`src/rtl/tpu_pkg.sv`:
```
// Shared definitions for the systolic array front end: feeder states,
// array geometry and the byte-lane convention of the packed buffer words.
package tpu_pkg;

  localparam int ARRAY_ROWS = 4;
  localparam int ARRAY_COLS = 4;
  localparam int DATA_W     = 8;

  typedef enum logic [2:0] {
    ST_IDLE,
    ST_CLEAR,
    ST_FETCH,
    ST_DRAIN,
    ST_DONE
  } feeder_state_t;

  // Buffer words carry lane 0 in the most significant byte.
  function automatic int lane_msb(int lane, int n_lanes, int w);
    return n_lanes * w - 1 - lane * w;
  endfunction

endpackage

```
`src/rtl/skew_delay_line.sv`:
```
// Fixed-depth shift register used to stagger one operand lane by DEPTH cycles.
module skew_delay_line #(
  parameter int DEPTH = 1,
  parameter int WIDTH = 8
) (
  input  logic             clk,
  input  logic             rst_n,
  input  logic [WIDTH-1:0] d,
  output logic [WIDTH-1:0] q
);

  logic [DEPTH-1:0][WIDTH-1:0] pipe;

  always_ff @(posedge clk or negedge rst_n) begin
    if (!rst_n) begin
      pipe <= '0;
    end else begin
      pipe[0] <= d;
      for (int s = 1; s < DEPTH; s++) pipe[s] <= pipe[s-1];
    end
  end

  assign q = pipe[DEPTH-1];

endmodule

```
`src/rtl/operand_feeder.sv`:
```
// Reads A/B operand words, skews each lane by its index and sequences the
// clear/enable controls of the systolic PE array.
module operand_feeder #(
  parameter int N_ROWS = tpu_pkg::ARRAY_ROWS,
  parameter int N_COLS = tpu_pkg::ARRAY_COLS,
  parameter int DATA_W = tpu_pkg::DATA_W,
  parameter int ADDR_W = 16
) (
  input  logic                     clk,
  input  logic                     rst_n,
  input  logic                     start,
  input  logic [7:0]               k_len,
  output logic                     busy,
  output logic                     done,
  output logic [ADDR_W-1:0]        A_index,
  input  logic [N_ROWS*DATA_W-1:0] A_data_out,
  output logic [ADDR_W-1:0]        B_index,
  input  logic [N_COLS*DATA_W-1:0] B_data_out,
  output logic [N_ROWS*DATA_W-1:0] left_data,
  output logic [N_COLS*DATA_W-1:0] top_data,
  output logic                     pe_clear,
  output logic                     pe_enable
);
  import tpu_pkg::*;

  // Last DRAIN count: the deepest lane needs D+1 zero pushes to flush.
  localparam logic [7:0] DRAIN_LAST = 8'(N_ROWS + N_COLS - 1);

  feeder_state_t state, state_nxt;
  logic [7:0]    k_q, cnt, last_idx, idx;
  logic          fetch;

  assign last_idx = (k_q == 8'd0) ? 8'd0 : k_q - 8'd1;

  always_ff @(posedge clk or negedge rst_n) begin
    if (!rst_n) begin
      state <= ST_IDLE;
      k_q   <= '0;
      cnt   <= '0;
    end else begin
      state <= state_nxt;
      if (state == ST_IDLE && start) k_q <= k_len;
      cnt <= (state_nxt != state || state == ST_IDLE) ? 8'd0 : cnt + 8'd1;
    end
  end

  always_comb begin
    state_nxt = state;
    case (state)
      ST_IDLE:  if (start) state_nxt = ST_CLEAR;
      ST_CLEAR: state_nxt = (k_q == 8'd0) ? ST_DONE : ST_FETCH;
      ST_FETCH: if (cnt == last_idx) state_nxt = ST_DRAIN;
      ST_DRAIN: if (cnt == DRAIN_LAST) state_nxt = ST_DONE;
      ST_DONE:  state_nxt = ST_IDLE;
      default:  state_nxt = ST_IDLE;
    endcase
  end

  always_comb begin
    busy      = (state != ST_IDLE);
    done      = (state == ST_DONE);
    pe_clear  = (state == ST_CLEAR);
    fetch     = (state == ST_FETCH);
    // Word 0 reaches the lane heads one cycle into FETCH, so the array steps from then on.
    pe_enable = (fetch && cnt != 8'd0) || (state == ST_DRAIN);
    idx       = 8'd0;
    case (state)
      ST_FETCH:         idx = (cnt == last_idx) ? cnt : cnt + 8'd1;
      ST_DRAIN, ST_DONE: idx = last_idx;
      default:          idx = 8'd0;
    endcase
  end

  assign A_index = ADDR_W'(idx);
  assign B_index = ADDR_W'(idx);

  for (genvar i = 0; i < N_ROWS; i++) begin : g_row
    logic [DATA_W-1:0] head;
    assign head = fetch ? A_data_out[lane_msb(i, N_ROWS, DATA_W) -: DATA_W] : '0;
    skew_delay_line #(.DEPTH(i + 1), .WIDTH(DATA_W)) u_dl (
      .clk   (clk),
      .rst_n (rst_n),
      .d     (head),
      .q     (left_data[i*DATA_W +: DATA_W])
    );
  end

  for (genvar j = 0; j < N_COLS; j++) begin : g_col
    logic [DATA_W-1:0] head;
    assign head = fetch ? B_data_out[lane_msb(j, N_COLS, DATA_W) -: DATA_W] : '0;
    skew_delay_line #(.DEPTH(j + 1), .WIDTH(DATA_W)) u_dl (
      .clk   (clk),
      .rst_n (rst_n),
      .d     (head),
      .q     (top_data[j*DATA_W +: DATA_W])
    );
  end

endmodule

```
`config.mk`:
```
export PLATFORM = sky130hd
export DESIGN_NAME = operand_feeder
export DESIGN_NICKNAME = d
export VERILOG_FILES = /design/src/rtl/tpu_pkg.sv /design/src/rtl/skew_delay_line.sv /design/src/rtl/operand_feeder.sv
export SDC_FILE = /design/constraint.sdc
export NUM_CORES = 1
export LEC_CHECK = 0
export CORE_MARGIN = 10
export CORE_UTILIZATION = 44
export DETAILED_ROUTE_END_ITERATION = 10
export MAX_ROUTING_LAYER = met4
export PLACE_DENSITY = 0.75
export SETUP_SLACK_MARGIN = 0.1
export SYNTH_ARGS = -nofsm -noshare
export SYNTH_HDL_FRONTEND = slang
export SYNTH_SLANG_ARGS = --single-unit
```
`constraint.sdc`:
```
create_clock -name clk -period 3.27 [get_ports clk]
set_input_delay 0.654 -clock clk [delete_from_list [all_inputs] [get_ports clk]]
set_output_delay 0.654 -clock clk [all_outputs]
set_load 0.005 [all_outputs]
```
# Yosys cells after proc, flatten, opt, wreduce, memory -nomap -nowiden
# Index checks and enable logic that the tools add are counted.
# word_totals
register_bits	179
elab_cells	58
# classes
add_sub_neg	2
n_eq_ne	7
mux	17
n_reduce_logical	9
# op_table
op	count
2-to-1 mux 8 bit	11
one-hot mux 8 bit (2 select lines)	1
2-to-1 mux 3 bit	4
one-hot mux 3 bit (4 select lines)	1
adder 8 x 1 -> 8 bit, second input constant	1
== test 8 x 3 -> 1 bit, second input constant	1
== test 8 bit	1
zero test 8 bit	1
nonzero test 8 bit	1
subtractor 8 x 1 -> 8 bit, second input constant	1
== test 3 x 2 -> 1 bit, second input constant	2
== test 3 x 1 -> 1 bit, second input constant	1
== test 3 bit, second input constant	1
zero test 3 bit	1
inequality test 3 bit	1
nonzero test 3 bit	1
logical AND 1 bit	2
logical OR 1 bit	2
OR reduction 2 bit	1

# Logic depth before layout (Yosys ltp)
# Gate-level depths: netlist (run 1).
# logic_depth
ltp_word	8
ltp_mapped	10
ltp_nobuf	8

# Modules after synthesis
# Synthesis (run 1) repeated with hierarchy kept, for this count alone.
# unflattened
hier_cells	499
area_unflattened_um2	6623.9
# by_module_without_submodules
mod	instances	cells_per_inst	area_each_um2	seq_area_each_um2
operand_feeder	1	291	2259.7	475.5
skew_delay_line at g_col[3].u_dl ...	2	40	860.8	800.8
skew_delay_line at g_col[2].u_dl ...	2	32	660.6	600.6
skew_delay_line at g_col[1].u_dl ...	2	24	460.4	400.4
skew_delay_line at g_col[0].u_dl ...	2	8	200.2	200.2

# Least setup slack after synthesis (run 1)
# No wires, ideal clock.
# synth_path
path_type	register -> output
start	reg k_q[2]
end	out B_index[0]
t_arrival_ns	2.745
required_ns	2.616
slack_ns	-0.129
path_stages_with_launch	10
cell_sequence	dfrtp_1 -> buf_6 -> or4_4 -> buf_6 -> o311a_1 -> a2111oi_4 -> nand3_4 -> o21a_1 -> o32ai_1 -> buf_4
# synth_via
elab_chain_cells	5
# synth_rtl
element	line	source
start: declaration	operand_feeder.sv:30	logic [7:0] k_q, cnt, last_idx, idx;
start signal: assignment	operand_feeder.sv:42	if (state == ST_IDLE && start) k_q <= k_len;
subtractor 8 x 1 -> 8 bit or zero test 8 bit (tied branches)	operand_feeder.sv:33	assign last_idx = (k_q == 8'd0) ? 8'd0 : k_q - 8'd1;
2-to-1 mux 8 bit *	operand_feeder.sv:33	
== test 8 bit	operand_feeder.sv:68	ST_FETCH: idx = (cnt == last_idx) ? cnt : cnt + 8'd1;
2-to-1 mux 8 bit	operand_feeder.sv:68	
one-hot mux 8 bit (2 select lines) *	operand_feeder.sv:67	case (state)
end: declaration	operand_feeder.sv:17	output logic [ADDR_W-1:0] B_index,
# Mark *: on every way between the ends. The rest lies on a longest branch, timed or not.

# Final worst setup path (run 1)
# layout_path
start	reg k_q[5]
end	out B_index[0]
# The elaborated chain is that of the path after synthesis.

==> flow_summary_export.csv, run 1 <==
group,metric,value,unit
hold_path,hp-class,"in -> async",
flow_run,cap_violations,0,
placed_design,dp_slack,-0.4363,ns
sta,setup_viol,16,
power_and_ir_drop,powerDensity,910.1,mW/mm²
placed_design,place_hpwl,11240,µm
route,drt-pass1-iter-count,4,
yosys,ys_seq_area_share,66.44,%
route,drc_errors,0,
clock_network,insertion_delay,0.42,ns
floorplanning,die_h,143.8,µm
critical_path,endpoint_kind,"output port",
sta,maxSlewViolCount,0,
status,status,"finished with violations",
layout,final_design_area_no_fill,0.009176,mm²
placed_design,port_buffers,158,
clock_network,cts_buffer_depth,2,
sta,hold_viol_final,0,
power_and_ir_drop,p_comb_share,37.5,%
route,ant_nets,0,
clock_network,holdBufCountCts,0,
grt,grt_pass1_wl,24360,µm
floorplanning,pin_count,175,
power_and_ir_drop,p_sw,2.587,mW
clock_network,htree_levels,4,
route,drt_iter0_drc,246,
layout,nFillCells,1209,
grt,grt.overflow.total,0,
yosys,syn_area_per_cell,12.91,µm²
layout,final_cells,882,
yosys,yosys.area.top_type,"dfrtp_1",
placed_design,placed_cells,840,
yosys,synth.area.top_cells,"dfrtp_1, buf_4, and2_1",
power_and_ir_drop,pwr-share-clk,23.1,%
placed_design,routabilityCongestion,0.9188,
power_and_ir_drop,ir_drop,487.0,µV
route,wl,15250,µm
sta,clock.fmax,273.8,MHz
grt,grt_pass1_vias,4593,
route,vias_per_cell,4.807,
critical_path,worstPathArrival,3.00,ns
grt,grt_usage,15.66,%
critical_path,path_class,"reg -> out",
clock_network,cts_buffers,17,
sta,rsz0062_at_grt,"true",
layout,drive_above_1_share,20.89,%
floorplanning,dieWidth,143.8,µm
sta,tightest_slew,0.7136,ns
grt,grt_max_degree,96,
sta,layout_setup_ws,-0.3827,ns
sta,min_period,3.653,ns
layout,nNetsFinal,760,
layout,area_growth,36.12,%
status,violations,"negative setup slack",
power_and_ir_drop,p_int,5.764,mW
power_and_ir_drop,p_seq_share,39.4,%
layout,multi_input_area,0.001792,mm²
power_and_ir_drop,p_sw_share,30.98,%
sta,finalCritPeriodShare,111.7,%
yosys,synth_cell_type_count,53,
yosys,synthFlopType,"dfrtp_1",
yosys,async_reset_ff_share,100.0,%
yosys,synthCells,522,
yosys,synth_edf_count,0,
critical_path,cp-start-kind,"flop",
critical_path,path_max_fanout,4,
critical_path,cp.required,2.62,ns
yosys,syn_area,0.006741,mm²
clock_network,cts_tree,"built",
route,wl_per_cell,17.29,µm
yosys,synth_top_area_share,66.44,%
floorplanning,dieArea,0.02067,mm²
power_and_ir_drop,leakagePower,4.123,nW
layout,antenna_cells,0,
sta,finClkSkew,0.008710,ns
route,dr_total_vias,4240,
sta,maxSlewHeadroom,51.92,%
floorplanning,rows,45,
placed_design,placed_area,0.008409,mm²
yosys,yosysWarningCount,0,
floorplanning,core,0.01509,mm²
floorplanning,initial_core_util,44.68,%
yosys,ys_ff_latch,179,
clock_network,cts.sinks,179,
grt,antenna_found_initial,0,
clock_network,path_clk_slew,0.07,ns
clock_network,cts-root-buf,"clkbuf_16",
layout,regArea,0.004479,mm²
[kinds of logic after synthesis]
logic type / share of synthesized area [%]
compound gates: 7.387
xor+xnor: 1.689
fa+ha+maj: 0.7424
buf+inv: 10.26
flops: 66.44
mux: 0.9836
other cells: 0.05563
simple gates: 12.43
[registers in the layout, summed over array words and instances (netlist names)]
register / count
g_col.u_dl.pipe: 48
g_row.u_dl.pipe: 48
g_col.u_dl.q: 32
g_row.u_dl.q: 32
cnt: 8
k_q: 8
state: 3
[metrics by stage]
| step | setup TNS, ns | util (%) | power, mW | hold WS, ns |
|---|---|---|---|---|
| after floorplan | 0 | - | 4.844 | 0.3312 |
| final | -4.688 | 60.81 | 8.351 | 0.1881 |
| after global routing | -6.301 | 60.81 | 8.865 | 0.2246 |
| after detailed placement | -6.349 | 55.73 | 6.262 | 0.3347 |
| after global placement | -5.094 | 55.73 | 6.170 | 0.3312 |
| after CTS | -5.038 | 60.75 | 8.434 | 0.2127 |
[final cells by class]
cell class / instances / area share, %
clock inverters: 14 / 1.527
well taps: 188 / 2.563
multi-input cells: 250 / 19.53
repair buffers: 222 / 22.33
clock buffers: 18 / 4.786
inverters: 11 / 0.4500
flip-flops and latches: 179 / 48.81
[per-layer routing]
layer / global-route usage [%] / wire (µm) / vias to the layer above / share of wire (%)
met3: 3.861 / 767 / 27 / 5.0
li1: - / - / 1956 / -
met1: 17.16 / 6088 / 2112 / 40
met5: - / 0 / - / 0
met4: 6.985 / 341 / 0 / 2.2
met2: 26.55 / 8057 / 145 / 53
[worst paths after layout]
| check | to | from | cells past startpoint | slack, ns |
|---|---|---|---|---|
| worst max-delay path | B_index[0] | k_q[5]$_DFFE_PN0P_ | 8 | -0.38 |
| worst min-delay path | g_col[2].u_dl.q[5]$_DFF_PN0_ | rst_n | 1 | 0.19 |
| worst max register to register | cnt[3]$_DFF_PN0_ | k_q[5]$_DFFE_PN0P_ | 9 | 0.49 |
| worst min register to register | g_row[3].u_dl.pipe[18]$_DFF_PN0_ | g_row[3].u_dl.pipe[10]$_DFF_PN0_ | 0 | 0.34 |
| max in group asynchronous | g_row[3].u_dl.pipe[13]$_DFF_PN0_ | rst_n | 2 | 2.21 |
| min in group clk | g_row[3].u_dl.pipe[18]$_DFF_PN0_ | g_row[3].u_dl.pipe[10]$_DFF_PN0_ | 0 | 0.34 |
[cell usage in the layout (no fill, tap or decap), types with 10 or more instances in the layout]
cell / netlist / routed
and2_1: 66 / 66
buf_2: 1 / 10
buf_4: 72 / 54
buf_6: 2 / 12
clkbuf_16: 0 / 17
clkdlybuf4s50_1: 0 / 141
conb_1: 1 / 16
dfrtp_1: 179 / 179
nand2_1: 25 / 25
nor2_1: 16 / 15
[synth_stat cells, drive strengths merged, types with 2 or more instances]
cell type,number
nor3b,2
nor4,5
nand2,25
nor3,6
ha,4
inv,11
o211ai,9
nor4b,2
o21a,4
and2,66
or2,4
a21boi,2
o32ai,3
dfrtp,179
a32oi,5
xor2,6
or3,2
a211oi,8
o221ai,3
nand3,4
buf,75
or4,3
a21o,2
o21ai,11
nor2,16
nor2b,2
a21oi,6
clkbuf,22
mux2,5
a211o,4
and3,2
xnor2,7
nand2b,5
[timing repair]
action / 4_1_cts / 5_1_grt
setup endpoints to repair: 16 / 16
pin swaps: 16 / 1
resized for setup: 87 / 7
buffers inserted: 10 / 1
[worst max-delay path: stages, from the launching register on]
cell       delay [ns]
dfrtp_1          0.39
or4_4            0.58
o311a_4          0.34
a2111oi_4        0.33
nand3_4          0.13
buf_6            0.15
o21a_1           0.19
o32ai_4          0.30
buf_2            0.17
[power by group through the flow]
stage / Combinational, mW / Sequential (mW) / Clock (mW)
3_5_place_dp: 2.93 / 3.33 / 0
2_1_floorplan: 1.63 / 3.22 / 0
6_report: 3.13 / 3.29 / 1.93
4_1_cts: 3.15 / 3.31 / 1.98
5_1_grt: 3.40 / 3.38 / 2.09
3_3_place_gp: 2.89 / 3.28 / 0
Power figures use the tool's default switching activity.
==> run 2, diff against run 1 <==
--- a/config.mk
+++ b/config.mk
@@ -5,11 +5,14 @@
 export SDC_FILE = /design/constraint.sdc
 export NUM_CORES = 1
 export LEC_CHECK = 0
+export CELL_PAD_IN_SITES_DETAIL_PLACEMENT = 1
+export CELL_PAD_IN_SITES_GLOBAL_PLACEMENT = 2
 export CORE_MARGIN = 10
-export CORE_UTILIZATION = 44
+export CORE_UTILIZATION = 29
 export DETAILED_ROUTE_END_ITERATION = 10
+export GPL_ROUTABILITY_DRIVEN = 0
 export MAX_ROUTING_LAYER = met4
-export PLACE_DENSITY = 0.75
+export PLACE_DENSITY_LB_ADDON = 0.08
 export SETUP_SLACK_MARGIN = 0.1
 export SYNTH_ARGS = -nofsm -noshare
 export SYNTH_HDL_FRONTEND = slang
==> run 2 against run 1 <==
Against the previous run:
- the flow still finishes with violations (negative setup slack)
- critical endpoint is now B_index[1]
- global-route usage shrank 3.0 points
- critical path depth grew 2
- register-to-register slack gained 0.05 ns
- cell count grew 15%
- die area grew 44%
- via count grew 0.99%
==> flow_summary_export.csv, run 2 (synthesis gave the netlist of run 1 again) <==
group,metric,value,unit
status,status,"finished with violations",
status,violations,"negative setup slack",
clock_network,htree_levels,4,
flow_run,cap_violations,0,
sta,setup_viol,16,
critical_path,path_max_fanout,5,
floorplanning,rows,55,
floorplanning,die_h,172.5,µm
hold_path,hp-class,"in -> async",
sta,min_period,3.664,ns
sta,finalCritPeriodShare,112.1,%
placed_design,dp_slack,-0.4750,ns
route,wl,17980,µm
clock_network,path_clk_slew,0.08,ns
layout,layout_common_cells,"dfrtp_1, clkdlybuf4s50_1, and2_1",
sta,layout_setup_ws,-0.3945,ns
layout,top_regs,"g_col.u_dl.pipe (48), g_row.u_dl.pipe (48)",
grt,grt_pass1_wl,27700,µm
grt,grt_max_degree,73,
placed_design,port_buffers,158,
layout,finalCoreUtilization,41.37,%
critical_path,path_delay_family,"simple AND/OR/NAND/NOR gates",
critical_path,cp.buffers_inverters,4,
layout,area_growth,39.79,%
route,vias_per_cell,4.215,
power_and_ir_drop,ir_drop,299.7,µV
clock_network,cts_tree,"built",
route,wl_per_cell,17.69,µm
critical_path,endpoint_kind,"output port",
power_and_ir_drop,powerDensity,902.5,mW/mm²
floorplanning,pin_count,175,
grt,antenna_found_initial,0,
clock_network,cts_buffer_depth,2,
critical_path,cp.required,2.62,ns
clock_network,cts_buffers,17,
placed_design,place_hpwl,13210,µm
grt,grt_pass1_vias,4831,
route,ant_nets,0,
sta,maxSlewViolCount,0,
sta,tightest_slew,0.6785,ns
critical_path,slowest_stage,"or4_4",
clock_network,cts.sinks,179,
critical_path,path_class,"reg -> out",
layout,antenna_cells,0,
route,drt_iter0_drc,205,
floorplanning,core,0.02278,mm²
layout,drive_above_1_share,22.76,%
floorplanning,dieArea,0.02974,mm²
sta,clock.fmax,272.9,MHz
critical_path,cp_cell_sequence,"or4_4 -> a211o_1 -> o221ai_2 -> o211ai_1 -> buf_4 -> buf_6 -> or2_4 -> buf_4 -> o221ai_2 -> buf_2",
critical_path,max_stage_delay,0.59,ns
grt,grt_usage,12.64,%
layout,nFillCells,2397,
sta,finClkSkew,0.008499,ns
sta,rsz0062_at_grt,"true",
critical_path,cp-start-kind,"flop",
layout,final_common_cell,"dfrtp_1",
grt,grt.overflow.total,0,
floorplanning,initial_core_util,29.60,%
clock_network,insertion_delay,0.42,ns
sta,maxSlewHeadroom,54.35,%
clock_network,holdBufCountCts,0,
sta,hold_viol_final,0,
route,drt-pass1-iter-count,4,
layout,nNetsFinal,769,
critical_path,worstPathArrival,3.01,ns
clock_network,cts-root-buf,"clkbuf_16",
route,dr_total_vias,4282,
route,drc_errors,0,
floorplanning,dieWidth,172.5,µm
power_and_ir_drop,leakagePower,4.179,nW
[run 2: cell types whose count changed in the layout (fill, tap and decap cells not counted), sizes merged]
cell,delta
clkinvlp,-2
clkbuf,-1
clkinv,+1
inv,+1
dlygate4sd2,-2
buf,+12
[run 2: final timing paths]
kind,slack (ns),cells after the start,start,endpoint
max,-0.39,10,k_q[2]$_DFFE_PN0P_,B_index[1]
min,0.22,1,rst_n,state[1]$_DFF_PN0_
max reg2reg,0.54,8,k_q[2]$_DFFE_PN0P_,cnt[2]$_DFF_PN0_
min reg2reg,0.34,0,g_col[1].u_dl.pipe[3]$_DFF_PN0_,g_col[1].u_dl.q[3]$_DFF_PN0_
max in group asynchronous,2.22,2,rst_n,g_col[1].u_dl.pipe[7]$_DFF_PN0_
min in group clk,0.34,0,g_col[1].u_dl.pipe[3]$_DFF_PN0_,g_col[1].u_dl.q[3]$_DFF_PN0_
[run 2: worst reg2reg max path: stages, from the launching register on]
cell       delay (ns)
dfrtp_1          0.41
or4_4            0.59
o311a_4          0.34
a2111oi_4        0.30
nand3_4          0.12
buf_6            0.16
buf_6            0.12
o22ai_2          0.38
a211oi_1         0.17
[run 2: power breakdown]
| group | internal, mW | switching (mW) | leakage [nW] |
|---|---|---|---|
| clock network | 1.03 | 0.988 | 0.288 |
| registers | 2.99 | 0.282 | 2.27 |
| logic | 1.75 | 1.46 | 1.62 |
[run 2: final cells by class]
| class | instances | area (µm²) | area share (%) |
|---|---|---|---|
| multi-input combinational | 250 | 1815 | 19.26 |
| inverter | 11 | 41.29 | 0.4381 |
| tap | 313 | 391.6 | 4.156 |
| sequential | 179 | 4479 | 47.53 |
| clock inverter | 14 | 162.7 | 1.726 |
| clock buffer | 18 | 429.2 | 4.554 |
| timing repair buffer | 231 | 2105 | 22.33 |
[run 2: metrics by stage]
step	instance area [µm²]	hold WS [ns]	power (mW)	std cells	setup TNS, ns
floorplan	6818	0.3312	4.844	537	0
global placement	8591	0.3313	6.290	968	-5.979
detailed placement	8591	0.3356	6.372	968	-6.260
CTS	9294	0.2488	8.516	1011	-7.330
global route	9424	0.2488	9.101	1016	-7.347
finish	9424	0.2179	8.505	1016	-5.201
[run 2: metal layers]
layer | track usage [%] | up-vias | part of all wire [%] | wire length (µm)
li1 | - | 1978 | - | -
met1 | 13.87 | 2183 | 39 | 6952
met2 | 21.79 | 101 | 54 | 9733
met3 | 2.987 | 20 | 5.2 | 942
met4 | 4.985 | 0 | 1.9 | 348
met5 | - | - | 0 | 0
[run 2: timing repair]
item	4_1_cts	5_1_grt
setup endpoints to repair	16	16
buffers inserted	10	6
pin swaps	15	17
resized for setup	90	19
endpoints found under the hold margin	0	0
cloned	1	0
==> run 3, diff against run 2 <==
--- a/config.mk
+++ b/config.mk
@@ -11,6 +11,7 @@
 export CORE_UTILIZATION = 29
 export DETAILED_ROUTE_END_ITERATION = 10
 export GPL_ROUTABILITY_DRIVEN = 0
+export HOLD_SLACK_MARGIN = 0.06
 export MAX_ROUTING_LAYER = met4
 export PLACE_DENSITY_LB_ADDON = 0.08
 export SETUP_SLACK_MARGIN = 0.1
==> constraint.sdc (replaced) <==
create_clock -name clk -period 3.27 [get_ports clk]
set_input_delay 0.654 -clock clk [delete_from_list [all_inputs] [get_ports clk]]
set_output_delay 0.654 -clock clk [all_outputs]
set_load 0.1 [all_outputs]
==> run 3 against run 2 <==
Against the previous run:
- the flow still finishes with violations (negative setup slack)
- sequential share of layout area decreased by 0.10 points
- final area increased by 0.21%
- first-iteration DRC count decreased by 9.3%
- utilization increased by 0.088 points
==> flow_summary_export.csv, run 3 (synthesis gave the netlist of run 1 again) <==
group,metric,value,unit
sta,tightest_slew,0.6785,ns
clock_network,htree_levels,4,
route,drt_iter0_drc,186,
grt,grt_max_degree,65,
clock_network,insertion_delay,0.43,ns
sta,rsz0062_at_grt,"true",
grt,grt_pass1_vias,4848,
layout,antenna_cells,0,
route,ant_nets,0,
sta,finClkSkew,0.01247,ns
critical_path,endpoint_kind,"output port",
floorplanning,pin_count,175,
clock_network,holdBufCountCts,0,
critical_path,cp.required,2.62,ns
layout,nFillCells,2387,
sta,setup_viol,16,
placed_design,place_hpwl,12990,µm
sta,min_period,3.814,ns
layout,drive_above_1_share,31.56,%
layout,top_regs,"g_col.u_dl.pipe (48), g_row.u_dl.pipe (48)",
layout,area_growth,40.09,%
layout,layout_common_cells,"dfrtp_1, buf_4, clkdlybuf4s50_1",
sta,maxSlewHeadroom,54.35,%
grt,grt_pass1_wl,27880,µm
critical_path,crit_top_cell,"buf_4",
clock_network,cts_tree,"built",
flow_run,cap_violations,0,
route,vias_per_cell,4.242,
critical_path,path_class,"reg -> out",
sta,hold_viol_final,0,
critical_path,cp-start-kind,"flop",
floorplanning,initial_core_util,29.60,%
critical_path,path_max_fanout,5,
route,drc_errors,0,
hold_path,hp-class,"in -> async",
status,status,"finished with violations",
critical_path,worstPathArrival,3.16,ns
grt,antenna_found_initial,0,
clock_network,cts_buffers,17,
clock_network,cts-root-buf,"clkbuf_16",
status,violations,"negative setup slack",
clock_network,cts.sinks,179,
placed_design,dp_slack,-0.3385,ns
grt,grt_usage,12.66,%
critical_path,cp_cell_sequence,"inv_2 -> ha_4 -> nor3b_4 -> buf_4 -> or4_4 -> o221ai_2 -> o211ai_1 -> buf_4 -> or2_4 -> o211ai_1 -> buf_4 -> buf_12",
floorplanning,core,0.02278,mm²
route,drt-pass1-iter-count,5,
floorplanning,dieWidth,172.5,µm
critical_path,max_stage_delay,0.51,ns
floorplanning,dieArea,0.02974,mm²
grt,grt.overflow.total,0,
floorplanning,die_h,172.5,µm
route,wl,18040,µm
critical_path,cp.buffers_inverters,5,
placed_design,port_buffers,158,
layout,nNetsFinal,760,
layout,final_common_cell,"dfrtp_1",
sta,maxSlewViolCount,0,
clock_network,path_clk_slew,0.08,ns
clock_network,cts_buffer_depth,2,
sta,layout_setup_ws,-0.5439,ns
sta,clock.fmax,262.2,MHz
sta,finalCritPeriodShare,116.6,%
critical_path,slowest_stage,"or4_4",
critical_path,path_delay_family,"simple AND/OR/NAND/NOR gates",
floorplanning,rows,55,
route,dr_total_vias,4272,
route,wl_per_cell,17.91,µm
[run 3: changes by cell type in the layout (fill, tap and decap cells not counted), moves of 2 or more]
cell,change
clkdlybuf4s50_1,-68
clkinv_4,-3
o221ai_2,-2
buf_4,+61
clkinvlp_4,+2
buf_2,-14
o21ai_4,-3
buf_6,-3
o21ai_0,+3
buf_12,+16
[run 3: worst register-to-register path: stages, from the launching register on]
cell and delay (ns):
dfrtp_1 0.39, inv_2 0.08, ha_4 0.16, nor3b_4 0.16, buf_4 0.14, or4_4 0.51, o221ai_2 0.09, o211ai_1 0.11
buf_4 0.17, buf_6 0.13, buf_4 0.13, o22ai_2 0.38, a211oi_1 0.15
[run 3: area by class of cell]
cell class / count / area (µm²) / share of cell area, %
clock buffer: 17 / 425.4 / 4.505
clock inverter: 15 / 191.4 / 2.027
inverter: 11 / 41.29 / 0.4372
multi-input combinational: 250 / 1831 / 19.38
sequential: 179 / 4479 / 47.43
tap: 313 / 391.6 / 4.147
timing repair buffer: 222 / 2085 / 22.07
[run 3: timing repair]
| action | CTS | global route |
|---|---|---|
| setup buffers | 12 | 4 |
| pin swaps | 13 | 8 |
| setup endpoints to repair | 16 | 16 |
| resized for setup | 27 | 7 |
[run 3: worst paths after layout]
path / start / end / slack [ns] / cells past startpoint
max: k_q[0]$_DFFE_PN0P_ / A_index[5] / -0.54 / 12
min: rst_n / g_row[0].u_dl.q[0]$_DFF_PN0_ / 0.18 / 1
max reg2reg: k_q[0]$_DFFE_PN0P_ / cnt[0]$_DFF_PN0_ / 0.54 / 12
min reg2reg: g_col[3].u_dl.pipe[22]$_DFF_PN0_ / g_col[3].u_dl.q[6]$_DFF_PN0_ / 0.35 / 0
max in group asynchronous: rst_n / g_col[1].u_dl.q[6]$_DFF_PN0_ / 2.21 / 2
min in group clk: g_col[3].u_dl.pipe[22]$_DFF_PN0_ / g_col[3].u_dl.q[6]$_DFF_PN0_ / 0.35 / 0
[run 3: per-stage QoR]
| stage | TNS (ns) | instance area (µm²) | std cells | util (%) | hold slack, ns |
|---|---|---|---|---|---|
| after global placement | -2.722 | 8529 | 959 | 37.45 | 0.3315 |
| final | -7.340 | 9444 | 1007 | 41.46 | 0.1835 |
| after detailed placement | -3.431 | 8529 | 959 | 37.45 | 0.3356 |
| after CTS | -7.154 | 9366 | 1003 | 41.12 | 0.2003 |
| after global routing | -9.373 | 9444 | 1007 | 41.46 | 0.2126 |
| after floorplan | -15.94 | 6847 | 537 | - | 0.3312 |
[run 3: layer usage]
metal	vias up	wire (µm)	global-route usage [%]
li1	1950	-	-
met1	2184	7480	14.80
met2	115	9179	20.69
met3	23	1028	3.078
met4	0	346	4.910
met5	-	0	-
Power of run 3 is not shown: default switching activity piles up to over one toggle a cycle in this logic, so the estimate is an artifact.
